## config.mk

```make
export PLATFORM = sky130hd
export DESIGN_NAME = alu_issue_stage
export DESIGN_NICKNAME = d
export VERILOG_FILES = /design/src/rtl/alu_pkg.sv /design/src/rtl/alu_op_decode.sv /design/src/rtl/alu_issue_stage.sv
export SDC_FILE = /design/constraint.sdc
export NUM_CORES = 1
export LEC_CHECK = 0
export ABC_AREA = 1
export CAP_MARGIN = 5
export CORE_MARGIN = 8
export CORE_UTILIZATION = 41
export CTS_CLUSTER_DIAMETER = 80
export DETAILED_ROUTE_END_ITERATION = 6
export GPL_TIMING_DRIVEN = 0
export PLACE_DENSITY = 0.82
export SYNTH_ARGS = -nofsm -noshare
export SYNTH_HDL_FRONTEND = slang
export SYNTH_SLANG_ARGS = --single-unit
```

## constraint.sdc

```tcl
create_clock -name clk -period 1.56 [get_ports clk]
set_input_delay 0.312 -clock clk [delete_from_list [all_inputs] [get_ports clk]]
set_output_delay 0.312 -clock clk [all_outputs]
set_load 0.005 [all_outputs]
```

## src/rtl/alu_pkg.sv

```systemverilog
// rtl/alu_pkg.sv - ALU op codes, RV32I opcode constants and funct3 mapping
package alu_pkg;

  typedef enum logic [3:0] {
    ALU_AND  = 4'b0000,
    ALU_OR   = 4'b0001,
    ALU_ADD  = 4'b0010,
    ALU_XOR  = 4'b0011,
    ALU_SLL  = 4'b0100,
    ALU_SRL  = 4'b0101,
    ALU_SUB  = 4'b0110,
    ALU_SRA  = 4'b0111,
    ALU_SLT  = 4'b1000,
    ALU_SLTU = 4'b1001
  } alu_op_t;

  localparam logic [6:0] OP_R     = 7'b0110011;
  localparam logic [6:0] OP_IMM   = 7'b0010011;
  localparam logic [6:0] OP_LUI   = 7'b0110111;
  localparam logic [6:0] OP_AUIPC = 7'b0010111;

  localparam logic [6:0] FUNCT7_BASE = 7'b0000000;
  localparam logic [6:0] FUNCT7_ALT  = 7'b0100000;

  // alt selects SUB/SRA for the funct3 codes that have an alternate form
  function automatic alu_op_t f3_to_op(input logic [2:0] f3, input logic alt);
    case (f3)
      3'b000:  return alt ? ALU_SUB : ALU_ADD;
      3'b001:  return ALU_SLL;
      3'b010:  return ALU_SLT;
      3'b011:  return ALU_SLTU;
      3'b100:  return ALU_XOR;
      3'b101:  return alt ? ALU_SRA : ALU_SRL;
      3'b110:  return ALU_OR;
      default: return ALU_AND;
    endcase
  endfunction

endpackage

```

## src/rtl/alu_op_decode.sv

```systemverilog
// rtl/alu_op_decode.sv - combinational RV32I integer-ALU decode to op and operands
module alu_op_decode
  import alu_pkg::*;
(
  input  logic [31:0] instr,
  input  logic [31:0] pc,
  input  logic [31:0] rs1_data,
  input  logic [31:0] rs2_data,
  output alu_op_t     alu_op,
  output logic [31:0] alu_a,
  output logic [31:0] alu_b,
  output logic [4:0]  rd_addr,
  output logic        reg_write,
  output logic        illegal
);

  logic [6:0]  opcode;
  logic [2:0]  funct3;
  logic [6:0]  funct7;
  logic [31:0] imm_i;
  logic [31:0] imm_u;
  logic [31:0] shamt;
  logic        legal;
  alu_op_t     op_raw;
  logic [31:0] a_raw;
  logic [31:0] b_raw;

  assign opcode  = instr[6:0];
  assign funct3  = instr[14:12];
  assign funct7  = instr[31:25];
  assign imm_i   = {{20{instr[31]}}, instr[31:20]};
  assign imm_u   = {instr[31:12], 12'b0};
  assign shamt   = {27'b0, instr[24:20]};
  assign rd_addr = instr[11:7];

  always_comb begin
    legal  = 1'b0;
    op_raw = ALU_ADD;
    a_raw  = 32'b0;
    b_raw  = 32'b0;
    case (opcode)
      OP_R: begin
        a_raw = rs1_data;
        b_raw = rs2_data;
        if (funct7 == FUNCT7_BASE) begin
          legal  = 1'b1;
          op_raw = f3_to_op(funct3, 1'b0);
        end else if (funct7 == FUNCT7_ALT && (funct3 == 3'b000 || funct3 == 3'b101)) begin
          legal  = 1'b1;
          op_raw = f3_to_op(funct3, 1'b1);
        end
      end
      OP_IMM: begin
        a_raw = rs1_data;
        case (funct3)
          3'b001: begin
            b_raw  = shamt;
            legal  = (funct7 == FUNCT7_BASE);
            op_raw = ALU_SLL;
          end
          3'b101: begin
            b_raw  = shamt;
            legal  = (funct7 == FUNCT7_BASE) || (funct7 == FUNCT7_ALT);
            op_raw = f3_to_op(funct3, funct7[5]);
          end
          default: begin
            b_raw  = imm_i;
            legal  = 1'b1;
            op_raw = f3_to_op(funct3, 1'b0);
          end
        endcase
      end
      OP_LUI: begin
        legal = 1'b1;
        b_raw = imm_u;
      end
      OP_AUIPC: begin
        legal = 1'b1;
        a_raw = pc;
        b_raw = imm_u;
      end
      default: legal = 1'b0;
    endcase
  end

  // Illegal entries travel down the pipe as a harmless ADD 0,0
  assign alu_op    = legal ? op_raw : ALU_ADD;
  assign alu_a     = legal ? a_raw : 32'b0;
  assign alu_b     = legal ? b_raw : 32'b0;
  assign reg_write = legal && (rd_addr != 5'd0);
  assign illegal   = !legal;

endmodule

```

## src/rtl/alu_issue_stage.sv

```systemverilog
// rtl/alu_issue_stage.sv - valid/ready pipeline register feeding the ALU
module alu_issue_stage
  import alu_pkg::*;
#(
  parameter int XLEN = 32
) (
  input  logic            clk,
  input  logic            n_rst,
  input  logic            in_valid,
  output logic            in_ready,
  input  logic [31:0]     instr,
  input  logic [XLEN-1:0] pc,
  input  logic [XLEN-1:0] rs1_data,
  input  logic [XLEN-1:0] rs2_data,
  input  logic            flush,
  output logic            out_valid,
  input  logic            out_ready,
  output logic [3:0]      alu_op,
  output logic [XLEN-1:0] alu_a,
  output logic [XLEN-1:0] alu_b,
  output logic [4:0]      rd_addr,
  output logic            reg_write,
  output logic            illegal
);

  alu_op_t         dec_op;
  logic [XLEN-1:0] dec_a;
  logic [XLEN-1:0] dec_b;
  logic [4:0]      dec_rd;
  logic            dec_we;
  logic            dec_ill;

  alu_op_decode u_decode (
    .instr     (instr),
    .pc        (pc),
    .rs1_data  (rs1_data),
    .rs2_data  (rs2_data),
    .alu_op    (dec_op),
    .alu_a     (dec_a),
    .alu_b     (dec_b),
    .rd_addr   (dec_rd),
    .reg_write (dec_we),
    .illegal   (dec_ill)
  );

  logic            valid_q, valid_d;
  alu_op_t         op_q;
  logic [XLEN-1:0] a_q;
  logic [XLEN-1:0] b_q;
  logic [4:0]      rd_q;
  logic            we_q;
  logic            ill_q;
  logic            accept;

  assign in_ready = !flush && (!valid_q || out_ready);
  assign accept   = in_valid && in_ready;

  // Flush wins; an accept refills the slot even while it is being consumed
  always_comb begin
    valid_d = valid_q;
    if (flush)          valid_d = 1'b0;
    else if (accept)    valid_d = 1'b1;
    else if (out_ready) valid_d = 1'b0;
  end

  always_ff @(posedge clk or negedge n_rst) begin
    if (!n_rst) begin
      valid_q <= 1'b0;
      op_q    <= ALU_AND;
      a_q     <= '0;
      b_q     <= '0;
      rd_q    <= 5'd0;
      we_q    <= 1'b0;
      ill_q   <= 1'b0;
    end else begin
      valid_q <= valid_d;
      if (accept) begin
        op_q  <= dec_op;
        a_q   <= dec_a;
        b_q   <= dec_b;
        rd_q  <= dec_rd;
        we_q  <= dec_we;
        ill_q <= dec_ill;
      end
    end
  end

  assign out_valid = valid_q;
  assign alu_op    = op_q;
  assign alu_a     = a_q;
  assign alu_b     = b_q;
  assign rd_addr   = rd_q;
  assign reg_write = we_q;
  assign illegal   = ill_q;

endmodule

```

[Word-level counts from Yosys, hierarchy flattened]
Cells that the tools add are included.
Cells by class
  reduce and logical (&&, ||, !) cells: 17
  mux-type cells: 21
  equal/unequal tests: 11
Operators by type and width (number)
  32-bit two-way mux: 3
  32-bit case mux with 3 select lines: 1
  32-bit case mux with 2 select lines: 1
  4-bit case mux with 7 select lines: 2
  7-bit by 6-bit == test with 1-bit output (second input constant): 3
  4-bit case mux with 5 select lines: 1
  4-bit case mux with 2 select lines: 2
  7-bit by 5-bit == test with 1-bit output (second input constant): 2
  4-bit two-way mux: 3
  3-bit == test (second input constant): 3
  7-bit logical NOT: 1
  3-bit by 2-bit == test with 1-bit output (second input constant): 2
  2-bit OR reduction: 3
  1-bit two-way mux: 5
  5-bit nonzero test: 1
  1-bit logical AND: 4
  3-bit by 1-bit == test with 1-bit output (second input constant): 1
  1-bit logical NOT: 3
  3-bit logical NOT: 1
  1-bit logical OR: 3
  1-bit case mux with 3 select lines: 1
  3-bit nonzero test: 1
  2-bit two-way mux: 1
  1-bit case mux with 2 select lines: 1
Storage, ports and cells
  logic and storage cells: 56
  register bits: 76
  output and inout port bits: 77
  input bits: 133

[Logic depth before layout (Yosys ltp)]
Gate-level depths: netlist of the first run.
  word-level depth: 7
  depth in mapped cells: 12
  mapped depth without buffers: 11

[Cells and area by module]
From an unflattened synthesis of the first run, not the netlist that was laid out.
Unflattened totals
  cell total of the unflattened synthesis: 761
  area, all modules: 4944.7 sq um
Modules (own cells, without submodules)
  alu_issue_stage: sequential area each 1901.8 sq um, cells each 341, area an instance 3184.3 sq um, instances 1
  alu_op_decode: sequential area each 0.0 sq um, cells each 420, area an instance 1760.4 sq um, instances 1

[Worst setup path after synthesis of the first run]
No wires, ideal clock.
  kind: register -> register
  start point: register valid_q (netlist: out_valid)
  end point: register b_q[27] (netlist: alu_b[27])
  data arrival time: 1.279 ns
  library setup time: 0.118 ns
  data required time: 1.442 ns
  period minus slack after synthesis: 1.397 ns
  path buffers: 2
  stages on the path, launching flop included: 9
  path slack: 0.163 ns
  cells stage by stage: dfrtp_1 > inv_1 > nor2_1 > nor3_1 > inv_1 > buf_2 > clkbuf_1 > nand2_1 > nand2_1
On the way
  cells in the longest elaborated chain, start to end: 4
RTL lines
  start: declaration: line alu_issue_stage.sv:46  | logic valid_q, valid_d;
  start signal: assignment: line alu_issue_stage.sv:76  | valid_q <= valid_d;
  1-bit logical NOT: line alu_issue_stage.sv:55  | assign in_ready = !flush && (!valid_q || out_ready);
  1-bit logical OR: line alu_issue_stage.sv:55
  1-bit logical AND: line alu_issue_stage.sv:55
  1-bit logical AND: line alu_issue_stage.sv:56  | assign accept = in_valid && in_ready;
  end signal: assignment: line alu_issue_stage.sv:71  | b_q <= '0;
  end signal: assignment: line alu_issue_stage.sv:80  | b_q <= dec_b;
  end: declaration: line alu_issue_stage.sv:49  | logic [XLEN-1:0] b_q;
No other way between the ends.
A chain may end at the register's enable or synchronous reset.

[Worst setup path after layout of the first run]
  start point: register b_q[7] (netlist: alu_b[7])
  end point: output port alu_b[7]
RTL lines
  end: declaration: line alu_issue_stage.sv:20  | output logic [XLEN-1:0] alu_b,
No word-level cell between the ends.

==> parameters.txt, run 1 <==
Parameter                              Value

Run status
  Result of the run ... finished, final reports clean

Worst setup path
  CP Class ... reg -> out
  Data required, critical path ... 1250 ps
  Stages on the worst setup path ... 1
  Number of buffers and inverters on the critical path ... 1
  Cell type group with the largest total delay on the critical path ... buffers and inverters
  Source of the critical timing path ... alu_b[7]
  Critical path cell sequence ... clkdlybuf4s50_1
  CP arrival ... 1230 ps
  Slowest stage cell on the critical path ... sky130_fd_sc_hd__clkdlybuf4s50_1
  Worst setup path endpoint ... alu_b[7]
  R2r worst-path depth ... 8
  Crit path capture type ... output port
  Launch point of the worst reg-to-reg path ... out_valid
  Worst reg2reg endpoint ... alu_b[21]
  Largest incremental delay on the critical path ... 510 ps
  Worst-path fanout max ... 2
  Critical path launch point type ... flip-flop
  Setup slack, reg-to-reg ... 110 ps

Drt
  Total via count in the routed design ... 5228
  DRC Markers ... 0
  Wirelength, routed ... 17500 um
  Detail Route Antenna Nets ... 0
  Routed length per instance ... 17.7 um
  First drt pass iteration count ... 5
  Number of DRC markers in iteration 0 ... 423
  Ratio of routed vias to standard cells ... 5.29

Timing
  Worst clock skew ... 5.70 ps
  Final TNS setup ... 0 ps
  Actual transition at the worst max-transition pin ... 460 ps
  Fraction of the cycle the final worst path needs ... 0.987
  Worst-case headroom to the max-slew limit ... 0.694
  Final critical path time including I/O delays and setup ... 1540 ps
  Hold Vio Cnt, Final ... 0
  Count of pins over their slew limit ... 0
  Highest clock frequency the design can meet ... 0.649 GHz
  Crit path setup slack, layout ... 19.6 ps
  Number of setup violations in the final report ... 0

Floorplan
  Die area ... 13600 um2
  Boundary Pins ... 210
  Die Y-Extent ... 117 um
  Total core area ... 9820 um2
  Horizontal extent of the die ... 117 um
  Starting density of the core ... 0.424
  Floorplan row count ... 36

Cells and area
  Number of fill cells in the layout ... 825
  Antenna cell count ... 0
  Fraction of final layout cells sized beyond drive strength 1 ... 0.124
  Area of the multi-input gates ... 2080 um2
  Final nets ... 983
  Seq. cell area ... 1900 um2
  Area growth from synthesis to final layout ... 70.8%

Pwr
  Leakage Power ... 4.24 nW
  IR drop worst, VDD ... 0.426 mV
  Power density relative to cell area ... 609 nW/um2

CTS
  Worst-Skew Late Latency ... 360 ps
  Maximum level of the CTS H-tree ... 3
  TritonCTS clock tree ... done
  Total clock sinks ... 76
  Worst-case clock buffer depth ... 2
  Clock buffer count from CTS ... 9
  Clock transition at the registers of the reported paths ... 80 ps
  Clock tree root driver cell ... sky130_fd_sc_hd__clkbuf_8

GRT
  First-pass GRT wire length ... 25900 um
  Pin count of the biggest net entering global routing ... 69
  Vias in the first global route ... 5198
  Total global-route track usage ... 0.246
  Initial antenna violation count ... 0
  Final global-route overflow total ... 0

Min path
  Path category of the worst min-delay check ... in -> async

Synth
  Post-synthesis area per instance ... 6.88 um2
  Synthesized flop and latch total ... 76
  Count of cell types in the netlist ... 22
  Yosys warning total ... 0
  Sequential-to-total area share from yosys stat ... 0.457
  Post-synth EDFFs ... 0
  Post-Syn Area ... 4160 um2
  Post-synthesis cell count ... 605
  Dominant register cell in the synthesized netlist ... sky130_fd_sc_hd__dfrtp_1
  Async set-reset flop share out of synthesis ... 1.00
  Synthesized net count ... 738

Placement
  Half-perimeter wire length after placement ... 13000 um
  Worst slack, placed ... -691 ps
  Final Wtd Congestion ... 0.869
  Buffers on Ports ... 209

Run
  Maximum Capacitance Violations ... 0
[per-stage QoR]
step	power (W)	hold slack, ps	area, um2	util	instances
floorplan	0.00221	16.4	4160	-	605
finish	0.00433	322	7110	0.724	988
global placement	0.00272	454	6420	0.654	947
CTS	0.00431	317	6800	0.693	973
detailed placement	0.00275	155	6440	0.656	948
global route	0.00447	321	7110	0.724	988
[state kept, by name, indices dropped and copies added (netlist names)]
name and count:
alu_a 32, alu_b 32, rd_addr 5, alu_op 4, illegal 1, out_valid 1, reg_write 1
[where the power goes]
part           switching [W]  total (W)  internal, W
sequential         0.0000159    0.00201      0.00200
combinational       0.000319   0.000733     0.000414
clock               0.000758    0.00158     0.000823
[cell usage in the layout, fill, tap and decap left out, types with 5 or more instances in the layout]
master and count:
sky130_fd_sc_hd__a21oi_1 12, sky130_fd_sc_hd__buf_2 9, sky130_fd_sc_hd__buf_4 30, sky130_fd_sc_hd__clkbuf_2 7, sky130_fd_sc_hd__clkbuf_4 8, sky130_fd_sc_hd__clkbuf_8 11, sky130_fd_sc_hd__clkdlybuf4s50_1 137, sky130_fd_sc_hd__dfrtp_1 76
sky130_fd_sc_hd__dlygate4sd2_1 34, sky130_fd_sc_hd__dlymetal6s2s_1 35, sky130_fd_sc_hd__inv_1 9, sky130_fd_sc_hd__inv_2 6, sky130_fd_sc_hd__nand2_1 294, sky130_fd_sc_hd__nand2_2 5, sky130_fd_sc_hd__nand3_1 114, sky130_fd_sc_hd__nor2_1 15
sky130_fd_sc_hd__o21ai_0 6
[cells in the mapped netlist, types with 2 or more instances]
cell / number / area (um2)
sky130_fd_sc_hd__clkbuf_1: 18 / 67.6
sky130_fd_sc_hd__nor2_1: 19 / 71.3
sky130_fd_sc_hd__o211ai_1: 4 / 30.0
sky130_fd_sc_hd__inv_2: 2 / 7.51
sky130_fd_sc_hd__nand3_1: 114 / 571
sky130_fd_sc_hd__nand2_1: 300 / 1130
sky130_fd_sc_hd__inv_1: 14 / 52.6
sky130_fd_sc_hd__o21ai_0: 6 / 30.0
sky130_fd_sc_hd__nor3_1: 4 / 20.0
sky130_fd_sc_hd__a21oi_1: 15 / 75.1
sky130_fd_sc_hd__nand4_1: 3 / 18.8
sky130_fd_sc_hd__buf_2: 20 / 100
sky130_fd_sc_hd__buf_6: 2 / 22.5
sky130_fd_sc_hd__dfrtp_1: 76 / 1900
[area by class of cell]
cell class | count | share of cell area
repair buffers | 234 | 0.337
multi-input cells | 471 | 0.293
flip-flops and latches | 76 | 0.268
plain buffers | 41 | 0.0407
well taps | 133 | 0.0234
clock buffers | 12 | 0.0218
inverters | 17 | 0.00968
clock inverters | 4 | 0.00669
[timing repair]
| item | 4_1_cts | 5_1_grt |
|---|---|---|
| resized for setup | 89 | 67 |
| setup buffers | 7 | 13 |
| hold buffers | 1 | 0 |
| pin swaps | 8 | 10 |
| gates cloned | 1 | 2 |
| endpoints found under the hold margin | 8 | 0 |
| endpoints found under the setup margin | 92 | 111 |
[how the worst min path moves through the flow]
stage	startpoint	to	slack (ps)
floorplan	n_rst	alu_a[0]	20
global placement	rd_addr[1]	rd_addr[1]	450
detailed placement	n_rst	alu_b[4]	150
CTS	n_rst	alu_b[4]	320
global route	n_rst	alu_b[4]	320
finish	n_rst	alu_b[4]	320
[routing by layer]
layer,up-vias,global-route usage,routed length (um)
met5,-,0,0
met1,2457,0.278,6620
met4,0,0.0939,423
met3,39,0.0776,1870
li1,2433,-,-
met2,299,0.424,8600
[kinds of logic (layout without fill, tap and decap cells)]
logic type / count (synthesis) / after routing / share of synthesized area
AND/OR/NAND/NOR: 445 / 445 / 0.446
flip-flops: 76 / 76 / 0.457
buffers and inverters: 58 / 308 / 0.0629
AO/OA/AOI/OAI: 26 / 26 / 0.0340
No activity file was read; power rests on OpenSTA's default activity.
==> run 2: changes to the inputs <==
CORE_UTILIZATION = 30   (was 41)
PLACE_DENSITY = 0.63   (was 0.82)
==> run 2 against run 1 <==
  * Non-clock buffer count down 9
  * Routed wire length up 1.2%
  * Final area up 0.67%
  * Critical path type unchanged
  * Largest cell class unchanged
  * Fmax up 0.52%
  * Sequential share of layout area down 0.18 points
  * Via count down 4.6%
  * Worst hold slack better by 55 ps
  * Flip-flop and latch count unchanged
  * Sequential power about the same
  * Highest routed layer is now met5
  * Setup slack better by 8.0 ps
  * Clock-buffer cell count down 2
  * Global-route usage down 5.4 points
==> parameters.txt, run 2 (synthesis gave the netlist of run 1 again) <==
Parameter                              Value

Run status
  Result of the run ... finished, final reports clean

Pwr
  Fraction of power spent switching nets ... 0.245
  Relative contribution of the clock network to total power ... 0.433
  IR drop worst, VDD ... 0.543 mV
  Design internal power ... 0.00365 W
  Combinational share of power ... 0.151
  Reg power frac ... 0.417
  Switch Pwr ... 0.00119 W
  Leakage Power ... 4.05 nW
  Power density relative to cell area ... 677 nW/um2
  Total Power Consumption ... 0.00484 W

Placement
  Post-place instance area ... 6490 um2
  Buffers on Ports ... 209
  Half-perimeter wire length after placement ... 13600 um
  Final Wtd Congestion ... 0.871
  Worst slack, placed ... -823 ps

Cells and area
  Number of fill cells in the layout ... 1394
  Final nets ... 974
  End-of-flow core utilization ... 0.521
  Commonest cells after routing, fill and taps aside ... sky130_fd_sc_hd__nand2_1, sky130_fd_sc_hd__clkdlybuf4s50_1, sky130_fd_sc_hd__nand3_1, sky130_fd_sc_hd__dfrtp_1, sky130_fd_sc_hd__dlymetal6s2s_1
  Area growth from synthesis to final layout ... 71.9%
  Antenna cell count ... 0
  Most common cell after layout, fill and taps aside ... sky130_fd_sc_hd__nand2_1
  Fraction of final layout cells sized beyond drive strength 1 ... 0.124
  Final cell area excluding filler cells ... 7150 um2

Timing
  Number of setup violations in the final report ... 0
  Worst-case headroom to the max-slew limit ... 0.652
  Count of pins over their slew limit ... 0
  Crit path setup slack, layout ... 27.5 ps
  Fraction of the cycle the final worst path needs ... 0.982
  Highest clock frequency the design can meet ... 0.653 GHz
  Actual transition at the worst max-transition pin ... 522 ps
  Final TNS setup ... 0 ps
  Unrepaired setup endpoints after global routing ... yes
  Hold Vio Cnt, Final ... 0
  Final critical path time including I/O delays and setup ... 1530 ps
  Worst clock skew ... 5.66 ps

Floorplan
  Die Y-Extent ... 134 um
  Boundary Pins ... 210
  Starting density of the core ... 0.303
  Floorplan row count ... 43
  Total core area ... 13700 um2
  Horizontal extent of the die ... 134 um
  Die area ... 17900 um2

CTS
  Worst-Skew Late Latency ... 330 ps
  Maximum level of the CTS H-tree ... 3
  Worst-case clock buffer depth ... 2
  Total clock sinks ... 76
  Clock tree root driver cell ... sky130_fd_sc_hd__clkbuf_16
  Clock buffer count from CTS ... 9
  TritonCTS clock tree ... done
  Clock transition at the registers of the reported paths ... 60 ps

Drt
  Total via count in the routed design ... 4989
  Ratio of routed vias to standard cells ... 4.86
  Routed length per instance ... 17.3 um
  Detail Route Antenna Nets ... 0
  First drt pass iteration count ... 5
  Number of DRC markers in iteration 0 ... 234
  DRC Markers ... 0
  Wirelength, routed ... 17700 um

Worst setup path
  Worst-path fanout max ... 2
  Data required, critical path ... 1250 ps
  Slowest stage cell on the critical path ... sky130_fd_sc_hd__clkdlybuf4s50_1
  Cell type group with the largest total delay on the critical path ... buffers and inverters
  Critical path cell sequence ... clkdlybuf4s50_1
  Crit path capture type ... output port
  Critical path launch point type ... flip-flop
  Number of buffers and inverters on the critical path ... 1
  CP Class ... reg -> out
  Largest incremental delay on the critical path ... 520 ps
  Setup slack, reg-to-reg ... 110 ps
  CP arrival ... 1220 ps

Min path
  Path category of the worst min-delay check ... in -> reg

GRT
  First-pass GRT wire length ... 27100 um
  Final global-route overflow total ... 0
  Met2 demand-to-capacity share in global routing ... 0.322
  GRT met3 Usage ... 0.0659
  Pin count of the biggest net entering global routing ... 40
  Met1 Use GR ... 0.232
  Initial antenna violation count ... 1
  Global-route layer with the greatest usage ... met2
  Total global-route track usage ... 0.192
  Vias in the first global route ... 5119

Run
  Maximum Capacitance Violations ... 0
[run 2: changes by cell type in the layout (fill, tap and decap cells not counted), sizes merged, moves of 3 or more]
cell	previous run	this run
clkbuf	31	28
clkdlybuf4s50	137	156
clkinv	2	5
dlymetal6s2s	35	30
dlygate4sd2	34	12
[run 2: final timing paths]
path / startpoint / end / cells after the start
min: instr[25] / alu_b[5] / 5
max reg2reg: out_valid / alu_b[14] / 7
max in group asynchronous: n_rst / alu_b[28] / 3
min in group asynchronous: n_rst / alu_b[11] / 2
min reg2reg: alu_a[21] / alu_a[21] / 2
max: alu_b[3] / alu_b[3] / 1
[run 2: worst register-to-register path: stages, from the launching register on]
cell,delay [ps]
sky130_fd_sc_hd__dfrtp_1,380
sky130_fd_sc_hd__inv_2,70
sky130_fd_sc_hd__nor2_4,50
sky130_fd_sc_hd__nor3_4,250
sky130_fd_sc_hd__buf_6,200
sky130_fd_sc_hd__buf_2,260
sky130_fd_sc_hd__nand3_1,120
sky130_fd_sc_hd__nand2_1,70
[run 2: power by group through the flow]
stage                     logic [W]  clock network (W)  registers [W]
after floorplan            0.000159                  0        0.00206
after global placement     0.000681                  0        0.00205
after detailed placement   0.000697                  0        0.00205
after CTS                  0.000723            0.00213        0.00202
after global routing       0.000788            0.00223        0.00202
final                      0.000730            0.00209        0.00202
[run 2: area by class of cell]
class                           instances  area (um2)  area share
Timing Repair Buffer                  227        2290       0.320
Inverter                               17        65.1     0.00910
Buffer                                 39         298      0.0416
Multi-Input combinational cell        471        2080       0.290
Sequential cell                        76        1900       0.266
Clock inverter                          6        65.1     0.00910
Clock buffer                           10         229      0.0320
Tap cell                              180         225      0.0315
[run 2: per-stage QoR]
step / instances / hold WS, ps
6_report: 1026 / 376
2_1_floorplan: 605 / 16.4
3_3_place_gp: 994 / 455
3_5_place_dp: 995 / 323
5_1_grt: 1026 / 379
4_1_cts: 1020 / 475
[run 2: routing by layer]
metal | vias up | part of all wire
met1 | 2334 | 0.43
met5 | - | 0.00056
met2 | 232 | 0.47
met4 | 2 | 0.0094
met3 | 18 | 0.089
li1 | 2403 | -
[run 2: what timing repair did]
item,CTS,global route
endpoints found under the hold margin,38,0
buffers inserted,9,5
gates cloned,1,1
pin swaps,9,16
resized for setup,79,75
hold buffers,1,0
endpoints found under the setup margin,81,103
==> run 3: changes to the inputs <==
CORE_UTILIZATION = 41   (was 30)
CTS_CLUSTER_SIZE = 25   (was unset)
PLACE_DENSITY = 0.82   (was 0.63)
==> results of run 3 <==
Same layout as run 1: the final DEF is identical, and so are final timing and power.
